## config.mk

```make
export PLATFORM = sky130hd
export DESIGN_NAME = computer_run_ctrl
export DESIGN_NICKNAME = d
export VERILOG_FILES = /design/src/rtl/computer_run_ctrl.sv
export SDC_FILE = /design/constraint.sdc
export NUM_CORES = 1
export LEC_CHECK = 0
export CAP_MARGIN = 20
export CORE_ASPECT_RATIO = 1.4
export CORE_MARGIN = 3
export CORE_UTILIZATION = 50
export CTS_CLUSTER_DIAMETER = 60
export DETAILED_ROUTE_END_ITERATION = 12
export PLACE_DENSITY = 0.84
export SETUP_SLACK_MARGIN = 0.05
export SLEW_MARGIN = 20
export SYNTH_ARGS = -nofsm -noshare
export SYNTH_HDL_FRONTEND = slang
export SYNTH_SLANG_ARGS = --single-unit
```

## constraint.sdc

```tcl
create_clock -name clk -period 3.95 [get_ports clk]
set_clock_uncertainty 0.15 [all_clocks]
set_input_delay 0.395 -clock clk [delete_from_list [all_inputs] [get_ports clk]]
set_output_delay 0.395 -clock clk [all_outputs]
set_load 0.03 [all_outputs]
```

## src/rtl/computer_run_ctrl.sv

```systemverilog
// Run controller: holds the processor in reset until the host supplies a start
// address, times the boot window, then counts interrupt requests against host acks.
module computer_run_ctrl #(
    parameter int unsigned BOOT_CYCLES = 16,
    parameter int unsigned PEND_W      = 4
) (
    input  logic              clk,
    input  logic              resetn,
    input  logic              mem_start_ready,
    input  logic [31:0]       mem_start,
    input  logic              interrupt_ack,
    input  logic              cpu_interrupt_req,
    output logic              cpu_reset,
    output logic [31:0]       cpu_mem_start,
    output logic              cpu_interrupt_ack,
    output logic              irq,
    output logic              running,
    output logic [PEND_W-1:0] pending,
    output logic              overflow
);

    // state | meaning
    // IDLE  | processor held in reset, waiting for a start address
    // BOOT  | address latched, processor held while boot counter runs down
    // RUN   | processor released, interrupts counted; left only by reset
    typedef enum logic [1:0] {
        ST_IDLE = 2'd0,
        ST_BOOT = 2'd1,
        ST_RUN  = 2'd2
    } state_t;

    localparam logic [15:0]       BOOT_LOAD = 16'(BOOT_CYCLES - 1);
    localparam logic [PEND_W-1:0] PEND_MAX  = '1;
    localparam logic [PEND_W-1:0] PEND_ONE  = PEND_W'(1);

    state_t            r_state;
    logic [15:0]       r_boot_cnt;
    logic              r_cpu_reset;
    logic [31:0]       r_cpu_mem_start;
    logic              r_cpu_int_ack;
    logic              r_irq;
    logic              r_running;
    logic [PEND_W-1:0] r_pending;
    logic              r_overflow;

    logic [PEND_W-1:0] w_pend_next;
    logic              w_ack_fire;
    logic              w_drop;

    // An ack is applied before a simultaneous request, so a lone ack at zero is lost.
    always_comb begin
        w_pend_next = r_pending;
        w_ack_fire  = 1'b0;
        w_drop      = 1'b0;
        if (r_state == ST_RUN) begin
            case ({cpu_interrupt_req, interrupt_ack})
                2'b10: begin
                    if (r_pending == PEND_MAX) w_drop = 1'b1;
                    else                       w_pend_next = r_pending + PEND_ONE;
                end
                2'b01: begin
                    if (r_pending != '0) begin
                        w_pend_next = r_pending - PEND_ONE;
                        w_ack_fire  = 1'b1;
                    end
                end
                2'b11: begin
                    if (r_pending != '0) w_ack_fire  = 1'b1;
                    else                 w_pend_next = PEND_ONE;
                end
                default: ;
            endcase
        end
    end

    always_ff @(posedge clk or negedge resetn) begin
        if (!resetn) begin
            r_state         <= ST_IDLE;
            r_boot_cnt      <= '0;
            r_cpu_reset     <= 1'b1;
            r_cpu_mem_start <= '0;
            r_cpu_int_ack   <= 1'b0;
            r_irq           <= 1'b0;
            r_running       <= 1'b0;
            r_pending       <= '0;
            r_overflow      <= 1'b0;
        end else begin
            r_cpu_int_ack <= w_ack_fire;
            r_pending     <= w_pend_next;
            r_irq         <= (w_pend_next != '0);
            if (w_drop) r_overflow <= 1'b1;
            case (r_state)
                ST_IDLE: begin
                    if (mem_start_ready) begin
                        r_cpu_mem_start <= mem_start;
                        r_boot_cnt      <= BOOT_LOAD;
                        r_state         <= ST_BOOT;
                    end
                end
                ST_BOOT: begin
                    if (r_boot_cnt == '0) begin
                        r_state     <= ST_RUN;
                        r_cpu_reset <= 1'b0;
                        r_running   <= 1'b1;
                    end else begin
                        r_boot_cnt <= r_boot_cnt - 16'd1;
                    end
                end
                ST_RUN:  ;
                default: r_state <= ST_IDLE;
            endcase
        end
    end

    assign cpu_reset         = r_cpu_reset;
    assign cpu_mem_start     = r_cpu_mem_start;
    assign cpu_interrupt_ack = r_cpu_int_ack;
    assign irq               = r_irq;
    assign running           = r_running;
    assign pending           = r_pending;
    assign overflow          = r_overflow;

endmodule

```

# After elaboration in Yosys (flattened, before gate mapping)
# Cells that the tools add are included.
[classes] n_addsub=3 eq_ne=9 muxes=17 bitwise=1 n_reduce_logical=10
[op_table] operator="16-bit 2-to-1 mux" count=2
[op_table] operator="16-bit one-hot mux with 2 select lines" count=1
[op_table] operator="16-bit logical NOT" count=1
[op_table] operator="4-bit 2-to-1 mux" count=4
[op_table] operator="16-bit by 1-bit subtractor with 16-bit output (second input constant)" count=1
[op_table] operator="4-bit one-hot mux with 3 select lines" count=1
[op_table] operator="4-bit nonzero test" count=2
[op_table] operator="2-bit == test (second input constant)" count=3
[op_table] operator="1-bit 2-to-1 mux" count=6
[op_table] operator="2-bit inequality test (second input constant)" count=3
[op_table] operator="2-bit one-hot mux with 3 select lines" count=1
[op_table] operator="3-bit AND reduction" count=2
[op_table] operator="4-bit by 1-bit adder with 4-bit output (second input constant)" count=1
[op_table] operator="2-bit by 1-bit == test with 1-bit output (second input constant)" count=2
[op_table] operator="4-bit == test (second input constant)" count=1
[op_table] operator="2-bit 2-to-1 mux" count=2
[op_table] operator="2-bit AND reduction" count=2
[op_table] operator="4-bit by 1-bit subtractor with 4-bit output (second input constant)" count=1
[op_table] operator="2-bit logical NOT" count=1
[op_table] operator="2-bit nonzero test" count=1
[op_table] operator="2-bit OR reduction" count=1
[op_table] operator="1-bit inverter" count=1
[totals] register_bits=59 inputBits=37 out_inout_bits=41 wordCells=49

# Depth between registers and ports, before layout
# Gate-level depths: netlist (run 1).
[depth] ltp_word=5 ltp_mapped=9 mapped_depth_nobuf=9

# Worst setup path before layout (run 1)
# No wires, ideal clock.
[synth_path] kind="reg-to-reg" start="reg r_pending[0], in the netlist pending[0]" end="reg r_irq, in the netlist irq" setup_ns=0.139 t_arrival_ns=2.246 required_time_ns=3.661 setup_slack_ns=1.415 stages_incl_launch_ff=10 n_path_buf=0 synth_period_minus_slack_ns=2.535 cell_sequence="dfrtp_1 > inv_1 > ha_1 > nor3b_1 > inv_1 > ha_1 > mux2i_1 > o22ai_1 > nor2_1 > or4_1"
[synth_via] elab_chain_len=5 elab_cells_between_ends=10 classes_between="add/sub (2); eq/ne (1); mux (5); reduce/logical (2)"
[synth_rtl] item="start, declared" line="43" text="logic [PEND_W-1:0] r_pending;"
[synth_rtl] item="start signal, assigned" line="89" text="r_pending <= w_pend_next;"
[synth_rtl] item="4-bit by 1-bit subtractor with 4-bit output, or another cell as far along" line="63" text="w_pend_next = r_pending - PEND_ONE;"
[synth_rtl] item="4-bit 2-to-1 mux (on tied branches)" line="62, 58, 68"
[synth_rtl] item="4-bit one-hot mux with 3 select lines" line="56" text="case ({cpu_interrupt_req, interrupt_ack})"
[synth_rtl] item="4-bit 2-to-1 mux (*)" line="55" text="if (r_state == ST_RUN) begin"
[synth_rtl] item="net w_pend_next[0]" line="46" text="logic [PEND_W-1:0] w_pend_next;"
[synth_rtl] item="4-bit nonzero test (*)" line="90" text="r_irq <= (w_pend_next != '0);"
[synth_rtl] item="end signal, assigned" line="90"
[synth_rtl] item="end, declared" line="41" text="logic r_irq;"
# The timed path passes the listed nets; every way through them passes the cells marked *.
# A chain may end at the register's enable or synchronous reset.

# Final worst setup path (run 1)
# Ends and elaborated chain as after synthesis.

==> results.md, run 1 <==
* Post-Syn Area at ~2700 um2
* First-pass GRT wire length at around 11 mm
* Drt pass-1 iters at 4
* Final period utilization at between 60% and 70%
* Die area at ~6300 um2
* Sequential area share after synthesis at a little under three fifths
* CP peak stage delay at approximately 0.48 ns
* Largest family of logic cells by synthesized area: simple AND/OR/NAND/NOR gates
* Routability congestion estimate at 0.838
* Post-Syn Area per Cell at around 9.3 um2
* Worst setup SP type: flip-flop
* CTS tree: done
* Area share of fa/ha/maj cells after synthesis at under 10%
* Pin count of the biggest net entering global routing at 41
* Final Max Slew Viols at 0
* FP Rows at 30
* Sink Count at 59
* CTS Buf Count at 9
* Worst path slowest cell: nor3b_1
* Crit. End Element: flip-flop
* # DRC at 0
* Via-to-Cell Ratio at roughly 5.2
* CTS max path bufs at 2
* Vias in the first global route at between 2000 and 2500
* Pwr/cell area at 739 nW/um2
* Data required time of the worst path at about 4 ns
* Leak at around 1.7 nW
* Fraction of layout cells with a size suffix above 1 at roughly 7.3%
* Post-cts resize count at 0
* Die Ht at 92.7 um
* Multi-input gate area at 1110 um2
* Slew headroom at 31.1%
* Initial antenna violation count at 0
* RSZ-0062 raised after global routing: false
* Grt ovf at 0
* Post-synth top area share at between 50% and 60%
* Buf/Inv on CP at 2
* Critical path class: reg -> reg
* Commonest cells in the netlist: nand2_1 (108), dfrtp_1 (58), a21oi_1 (9), nor2_1 (9), clkbuf_1 (8)
* CTS root buffer: clkbuf_8
* Async set-reset flop share out of synthesis at 100%
* Cell with the most instances after synthesis: nand2_1
* Met2 Wirelength at ~3.4 mm
* Peak Freq at 374 MHz
* # diodes at 0
* Core area at ~5000 um2
* Via Count at roughly 2300
* Total power at approximately 2.7 mW
* DR WL met3 at 341 um
* Hold crit path type: in -> async
* H-tree depth at 3
* I/O pin cnt at a little under 80
* Peak VDD IR at 0.550 mV
* Initial Util at a little over half
* Synth Area in Compound Gates at approximately 10%
* Final nets at 406
* Pre-CTS setup slack at 1.32 ns
* Core Util, Final at between 70% and 80%
* FILL cells at about 380
* DRT antenna net count at 0
* Detailed-route wire length at around 6.2 mm
* M1 wire length at approximately 2.4 mm
* Placed cell count at around 420
* Syn_nets at approximately 330
* CP arrival at approximately 2.7 ns
* EDFF count, synth at 0
* Synth area leaders: dfrtp_1 (54%), nand2_1 (15%), ha_1 (2.3%)
* Kind of cell adding the most delay to the critical path: simple AND/OR/NAND/NOR gates
* Top FF cell, synth: dfrtp_1
* Yosys top cell by area: dfrtp_1
* Setup ws final at 1.28 ns
* Worst slew pin tran at around 1.0 ns
* Area occupied by registers at roughly 1500 um2
* Die Width at ~68 um
* Setup violations, final at 0
* Simple-Gate Fraction of Synth Area at ~27%
* Post-route non-filler standard cell count at 433
* Syn. warnings at 0
* Cell Chain, Critical Path: inv_1, ha_1, nor3b_1, inv_1, ha_1, mux2i_1, o22ai_1, nor2_1, or4_1
* Max Cap Violations at 0
* Drt first-iter violations at 174
* Gr usage total at 22.4%
* Outcome: finished, final reports clean
* Post-Synth XOR/XNOR Area at less than 1%
* Hpwl dp at between 4 and 5 mm
* Mapped Cells at ~290
* Layout overhead on the synthesized area at 37.7%
* Worst hold slack at around 0.030 ns
* Tmin final at between 2 and 3 ns
* FF+latch count, synth at 59
* Mux share of post-synthesis cell area at under 10%
* Placed Area at 3480 um2
* Latest clock arrival within the worst-skew pair at 0.34 ns
* DR top layer: met4
* Fin Setup TNS at 0 ns
* Post-synthesis cell type count at 45
* CTS Hold Bufs at 0
* Post-route cell area at roughly 3700 um2
* IO buf count at just under 80
* Worst-path clk slew at ~0.06 ns
* Wire per inst at around 14 um
* Final hold viol count at 0
* CP max FO at 8
* Postcts setup bufs at 0
* Flop2flop setup slack at about 1.3 ns
==> final cells by class <==
| type | instances | share of cell area (%) |
|---|---|---|
| Clock inverter | 4 | 1.29 |
| Timing Repair Buffer | 80 | 21.3 |
| Inverter | 7 | 0.711 |
| Sequential cell | 59 | 40.0 |
| Clock buffer | 12 | 4.47 |
| Multi-Input combinational cell | 207 | 30.0 |
| Tap cell | 64 | 2.17 |
==> sequential cells by signal (all words and copies together) (netlist names) <==
name and flops:
cpu_reset 1, r_state 2, cpu_mem_start 32, r_boot_cnt 16, overflow 1, irq 1
running 1, pending 4, cpu_interrupt_ack 1
==> power breakdown <==
group / leakage [nW] / internal [mW] / switching, mW / total (mW)
Sequential: 0.738 / 0.836 / 0.174 / 1.01
Clock: 0.108 / 0.340 / 0.226 / 0.567
Combinational: 0.836 / 0.471 / 0.682 / 1.15
==> logic make-up (layout without fill, tap and decap cells) <==
family / count (synthesis) / after routing
AOI/OAI and AO/OA: 40 / 40
xor gates and xnor gates: 2 / 2
adders and majority gates: 5 / 5
buffers and inverters: 21 / 103
DFF: 59 / 59
muxes: 4 / 4
and+or+nand+nor: 156 / 156
==> cells in the final DEF (no fill, tap or decap), types with 2 or more instances in the layout <==
master and count:
o31ai_1 6, o311ai_0 2, clkinv_2 2, nand4_1 2, nor3b_1 2, or3_4 2, a32oi_1 2, ha_1 5
a21oi_1 9, clkbuf_8 12, nor4_1 2, o211ai_1 6, o21ai_0 7, mux2i_1 4, nor2_1 9, nand2b_1 2
or3_1 4, inv_1 7, clkdlybuf4s50_1 76, a21o_1 2, buf_4 3, and2_1 2, nor2b_1 3, nand3_1 4
or4_1 4, nand2_1 108, dfrtp_1 58, nor3_1 5
==> final timing paths <==
check | start | end | depth (start not counted)
max in group asynchronous | resetn | r_boot_cnt[6] | 2
hold / removal | resetn | r_boot_cnt[8] | 1
min in group clk | cpu_mem_start[6] | cpu_mem_start[6] | 2
hold reg to reg | cpu_mem_start[6] | cpu_mem_start[6] | 2
setup reg to reg | pending[0] | irq | 9
setup / recovery | pending[0] | irq | 9
==> routing by layer <==
layer | vias up | track usage (%)
met4 | 0 | 10.4
met5 | - | 0
li1 | 1121 | -
met2 | 57 | 37.6
met1 | 1084 | 25.7
met3 | 11 | 6.19
(Power assumes the default switching activity.)
==> run 2, diff against run 1 <==
- CORE_UTILIZATION: 50 -> 43
- PLACE_DENSITY: 0.84 -> 0.76
- clock period: 3.95 -> 2.2 ns (I/O delays scaled with it)
==> results.md, run 2 (synthesized netlist as in run 1, its figures left out) <==
* Outcome: finished, final reports clean (unchanged)
* P_sw at 2.01 mW (was 1.08 mW)
* Most common cell after layout, fill and taps aside: nand2_1 (unchanged)
* Drt pass-1 iters at 4 (unchanged)
* DRT antenna net count at 0 (unchanged)
* CTS root buffer: clkbuf_8 (unchanged)
* Worst slew pin tran at 0.617 ns (was 1.03 ns)
* CTS tree: done (unchanged)
* Final nets at 427 (was 406)
* Gr usage total at 18.1% (was 22.4%)
* Die Ht at 99.5 um (was 92.7 um)
* # diodes at 0 (unchanged)
* Final period utilization at 95.6% (was 67.7%)
* Hold crit path type: in -> async (unchanged)
* Placed Area at 3620 um2 (was 3480 um2)
* CP max FO at 3 (was 8)
* Peak Freq at 476 MHz (was 374 MHz)
* Final hold viol count at 0 (unchanged)
* Cell Chain, Critical Path: inv_2, ha_4, nor3b_4, inv_1, ha_1, mux2i_1, o22ai_1, nor2_1, or4_1 (was inv_1, ha_1, nor3b_1, inv_1, ha_1, mux2i_1, o22ai_1, nor2_1, or4_1)
* Pin count of the biggest net entering global routing at 42 (was 41)
* Latest clock arrival within the worst-skew pair at 0.33 ns (was 0.34 ns)
* Sink Count at 59 (unchanged)
* I/O pin cnt at 78 (unchanged)
* Critical path class: reg -> reg (unchanged)
* H-tree depth at 3 (unchanged)
* Initial antenna violation count at 0 (unchanged)
* Drt first-iter violations at 83 (was 174)
* FP Rows at 33 (was 30)
* Data required time of the worst path at 2.26 ns (was 4.00 ns)
* CTS max path bufs at 2 (unchanged)
* Via-to-Cell Ratio at 5.13 (was 5.25)
* Via Count at 2361 (was 2273)
* IO buf count at 77 (unchanged)
* Slew headroom at 58.8% (was 31.1%)
* Grt ovf at 0 (unchanged)
* Fraction of layout cells with a size suffix above 1 at 15.9% (was 7.32%)
* Peak VDD IR at 0.766 mV (was 0.550 mV)
* Crit. End Element: flip-flop (unchanged)
* Tmin final at 2.10 ns (was 2.67 ns)
* Multi-input gate area at 1170 um2 (was 1110 um2)
* Wire per inst at 13.8 um (was 14.4 um)
* Die area at 7240 um2 (was 6290 um2)
* CTS Buf Count at 9 (unchanged)
* # DRC at 0 (unchanged)
* Max reg flops at 32 (unchanged)
* Switching share of power at 40.1% (was 39.7%)
* Layout overhead on the synthesized area at 46.4% (was 37.7%)
* Worst-path clk slew at 0.07 ns (was 0.06 ns)
* Setup violations, final at 0 (unchanged)
* FILL cells at 493 (was 384)
* Commonest cells after routing, fill and taps aside: nand2_1 (108), clkdlybuf4s50_1 (76), dfrtp_1 (56) (was nand2_1 (108), clkdlybuf4s50_1 (76), dfrtp_1 (58))
* Routability congestion estimate at 0.892 (was 0.838)
* CP peak stage delay at 0.47 ns (was 0.48 ns)
* Vias in the first global route at 2262 (was 2298)
* First-pass GRT wire length at 10.3 mm (was 10.5 mm)
* Hpwl dp at 4.39 mm (was 4.40 mm)
* P_int at 3.00 mW (was 1.65 mW)
* Worst path slowest cell: or4_1 (was nor3b_1)
* Area occupied by registers at 1480 um2 (about the same)
* Die Width at 72.8 um (was 67.9 um)
* Post-route cell area at 3930 um2 (was 3690 um2)
* CP arrival at 2.16 ns (was 2.73 ns)
* Clk pwr share at 19.6% (was 20.8%)
* Final Max Slew Viols at 0 (unchanged)
* Worst setup SP type: flip-flop (unchanged)
* Initial Util at 45.1% (was 53.3%)
* Fin Setup TNS at 0 ns (unchanged)
* RSZ-0062 raised after global routing: true (was false)
* Detailed-route wire length at 6.33 mm (was 6.23 mm)
* Max Cap Violations at 0 (unchanged)
* Pwr/cell area at 1280 nW/um2 (was 739 nW/um2)
* Combinational cell fraction of total power at 44.1% (was 42.3%)
* Sequential Power Share at 36.3% (was 37.0%)
* Core area at 5950 um2 (was 5030 um2)
* Leak at 1.77 nW (was 1.68 nW)
run 2: changes by cell type in the layout (fill, tap and decap cells not counted), sizes merged:
cell / delta
dlygate4sd3: +1
clkbuf: -2
clkinvlp: +3
buf: +20
clkinv: -1
run 2: metrics by stage:
stage	std cells	setup WS [ns]	utilization, %	power (mW)	hold slack (ns)
after floorplan	287	-0.0177	-	3.07	-0.226
after global routing	460	-0.0580	66.1	5.32	0.252
after global placement	436	0.00331	61.0	3.91	0.0398
after detailed placement	436	-0.0648	61.0	3.96	0.0501
final	460	0.0973	66.1	5.01	0.219
after CTS	453	0.0560	64.5	4.97	0.224
run 2: path summary, 6_finish.rpt:
path                                   start           endpoint  slack, ns  cells after the start
hold / removal                        resetn  cpu_mem_start[26]       0.22                      2
setup reg to reg                  pending[0]                irq        0.1                      9
hold reg to reg            cpu_mem_start[16]  cpu_mem_start[16]       0.32                      2
setup / recovery                  pending[0]                irq        0.1                      9
max in group asynchronous             resetn          cpu_reset       1.06                      3
min in group clk                mem_start[5]   cpu_mem_start[5]       0.26                      3
run 2: critical path, delay by kind of cell, from the launching register on:
family                     cells  cell delay (ns)
adders and majority gates      2             0.38
buffers and inverters          2             0.14
AOI/OAI and AO/OA              1             0.10
muxes                          1             0.06
and+or+nand+nor                3             0.73
DFF                            1             0.41
run 2: repair_timing:
item / in CTS / in global routing
resized for setup: 1 / 11
hold buffers: 1 / 0
setup buffers: 0 / 6
setup endpoints to repair: 1 / 15
gates cloned: 0 / 1
pin swaps: 1 / 8
hold endpoints to repair: 18 / 0
run 2: routing by layer:
metal	part of all wire [%]	GRT usage, %	up-vias
li1	-	-	1164
met1	42	22.8	1116
met4	2.0	7.81	0
met2	50	28.5	71
met5	0	0	-
met3	5.9	5.56	10
run 2: area by class of cell:
class	count	area share [%]
clock buffer	10	3.50
clock inverter	6	1.66
inverter	7	0.669
multi-input combinational	207	29.9
sequential	59	37.7
tap	70	2.23
timing repair buffer	101	24.4
run 2: power by group through the flow:
stage	Combinational [mW]	Sequential [mW]	Clock (mW)
finish	2.21	1.82	0.981
global route	2.39	1.87	1.05
CTS	2.16	1.81	1.00
detailed placement	2.15	1.81	0
global placement	2.11	1.80	0
floorplan	0.732	2.33	0
==> run 3, diff against run 2 <==
- CTS_BUF_LIST: default -> sky130_fd_sc_hd__clkbuf_16
==> results.md, run 3 (synthesized netlist as in run 1, its figures left out) <==
* Kind of cell adding the most delay to the critical path: simple AND/OR/NAND/NOR gates (unchanged)
* Wire per inst at 13.9 um (was 13.8 um)
* Outcome: finished, final reports clean (unchanged)
* Sink Count at 59 (unchanged)
* Critical path class: reg -> reg (unchanged)
* Worst-path clk slew at 0.05 ns (was 0.07 ns)
* Initial antenna violation count at 0 (unchanged)
* Most common cell after layout, fill and taps aside: nand2_1 (unchanged)
* DRT antenna net count at 0 (unchanged)
* Cell Chain, Critical Path: inv_2, ha_4, nor3b_4, inv_1, ha_1, mux2i_1, o22ai_1, nor2_1, or4_1 (unchanged)
* Leak at 1.80 nW (was 1.77 nW)
* Fraction of layout cells with a size suffix above 1 at 14.1% (was 15.9%)
* Post-route cell area at 3990 um2 (was 3930 um2)
* Setup violations, final at 0 (unchanged)
* Final Max Slew Viols at 0 (unchanged)
* CP max FO at 3 (unchanged)
* H-tree depth at 3 (unchanged)
* Worst path slowest cell: or4_1 (unchanged)
* Worst setup SP type: flip-flop (unchanged)
* Drt pass-1 iters at 4 (unchanged)
* Post-route non-filler standard cell count at 459 (was 460)
* CTS tree: done (unchanged)
* Routability congestion estimate at 0.892 (unchanged)
* Peak Freq at 472 MHz (was 476 MHz)
* Fin Setup TNS at 0 ns (unchanged)
* Core area at 5950 um2 (unchanged)
* Pin count of the biggest net entering global routing at 42 (unchanged)
* CTS root buffer: clkbuf_16 (was clkbuf_8)
* FP Rows at 33 (unchanged)
* Data required time of the worst path at 2.24 ns (was 2.26 ns)
* Latest clock arrival within the worst-skew pair at 0.32 ns (was 0.33 ns)
* Max reg flops at 32 (unchanged)
* Commonest cells after routing, fill and taps aside: nand2_1 (108), clkdlybuf4s50_1 (76), dfrtp_1 (56) (unchanged)
* Final period utilization at 96.3% (was 95.6%)
* Placed cell count at 436 (unchanged)
* Detailed-route wire length at 6.40 mm (was 6.33 mm)
* Pwr/cell area at 1340 nW/um2 (was 1280 nW/um2)
* Initial Util at 45.1% (unchanged)
* CP arrival at 2.16 ns (about the same)
* Vias in the first global route at 2300 (was 2262)
* Max Cap Violations at 0 (unchanged)
* Drt first-iter violations at 61 (was 83)
* Buf/Inv on CP at 2 (unchanged)
* CP peak stage delay at 0.47 ns (about the same)
* I/O pin cnt at 78 (unchanged)
* Gr usage total at 18.8% (was 18.1%)
* IO buf count at 77 (unchanged)
* Placed Area at 3620 um2 (unchanged)
* Crit. End Element: flip-flop (unchanged)
* RSZ-0062 raised after global routing: true (unchanged)
* Grt ovf at 0 (unchanged)
* Die Ht at 99.5 um (unchanged)
* CTS max path bufs at 2 (unchanged)
* Final nets at 426 (was 427)
* Hpwl dp at 4.39 mm (unchanged)
* # diodes at 0 (unchanged)
* Via-to-Cell Ratio at 5.14 (was 5.13)
* Hold crit path type: in -> async (unchanged)
* Peak VDD IR at 0.792 mV (was 0.766 mV)
* Die Width at 72.8 um (unchanged)
* First-pass GRT wire length at 10.6 mm (was 10.3 mm)
* CTS Buf Count at 9 (unchanged)
* Via Count at 2359 (was 2361)
* Tmin final at 2.12 ns (was 2.10 ns)
* Final hold viol count at 0 (unchanged)
* Worst slew pin tran at 0.630 ns (was 0.617 ns)
* Die area at 7240 um2 (unchanged)
* Slew headroom at 57.9% (was 58.8%)
* Layout overhead on the synthesized area at 48.9% (was 46.4%)
* # DRC at 0 (unchanged)
run 3: area by class of cell:
class                      count  area, um2
fill                         484       1950
sequential                    59       1480
multi-input combinational    207       1150
timing repair buffer         100        953
clock buffer                   9        225
tap                           70       87.6
clock inverter                 7       68.8
inverter                       7       26.3
run 3: stage by stage:
| step | total power, mW | setup slack [ns] | utilization, % | hold slack (ns) |
|---|---|---|---|---|
| after global routing | 5.66 | -0.0721 | 67.2 | 0.281 |
| final | 5.34 | 0.0815 | 67.2 | 0.238 |
| after detailed placement | 3.96 | -0.0648 | 61.0 | 0.0501 |
| after floorplan | 3.07 | -0.0177 | - | -0.226 |
| after CTS | 5.35 | 0.0528 | 66.1 | 0.247 |
| after global placement | 3.91 | 0.00331 | 61.0 | 0.0398 |
run 3: worst paths after layout:
check	cells after the start	end	slack (ns)	startpoint
worst min-delay path	2	cpu_mem_start[26]	0.24	resetn
worst min register to register	2	cpu_mem_start[16]	0.32	cpu_mem_start[16]
max in group asynchronous	3	cpu_reset	1.03	resetn
min in group clk	3	cpu_mem_start[20]	0.28	mem_start[20]
worst max register to register	9	irq	0.08	pending[0]
worst max-delay path	9	irq	0.08	pending[0]
run 3: power breakdown:
part / leakage (nW) / total [mW] / switching [mW] / internal [mW]
Combinational: 0.937 / 2.18 / 1.25 / 0.932
Clock: 0.131 / 1.34 / 0.473 / 0.868
Sequential: 0.736 / 1.82 / 0.319 / 1.50
run 3: repair_timing:
action / in CTS / in global routing
setup buffers: 0 / 6
pin swaps: 1 / 6
gates cloned: 0 / 0
hold buffers: 1 / 0
hold endpoints to repair: 18 / 0
setup endpoints to repair: 1 / 15
gates resized for setup: 1 / 4
run 3: per-layer routing:
layer	vias up	share of wire (%)	track usage, %
met5	-	0	0
met2	67	51	30.2
li1	1159	-	-
met4	0	1.6	9.66
met1	1124	42	23.3
met3	9	5.4	4.25
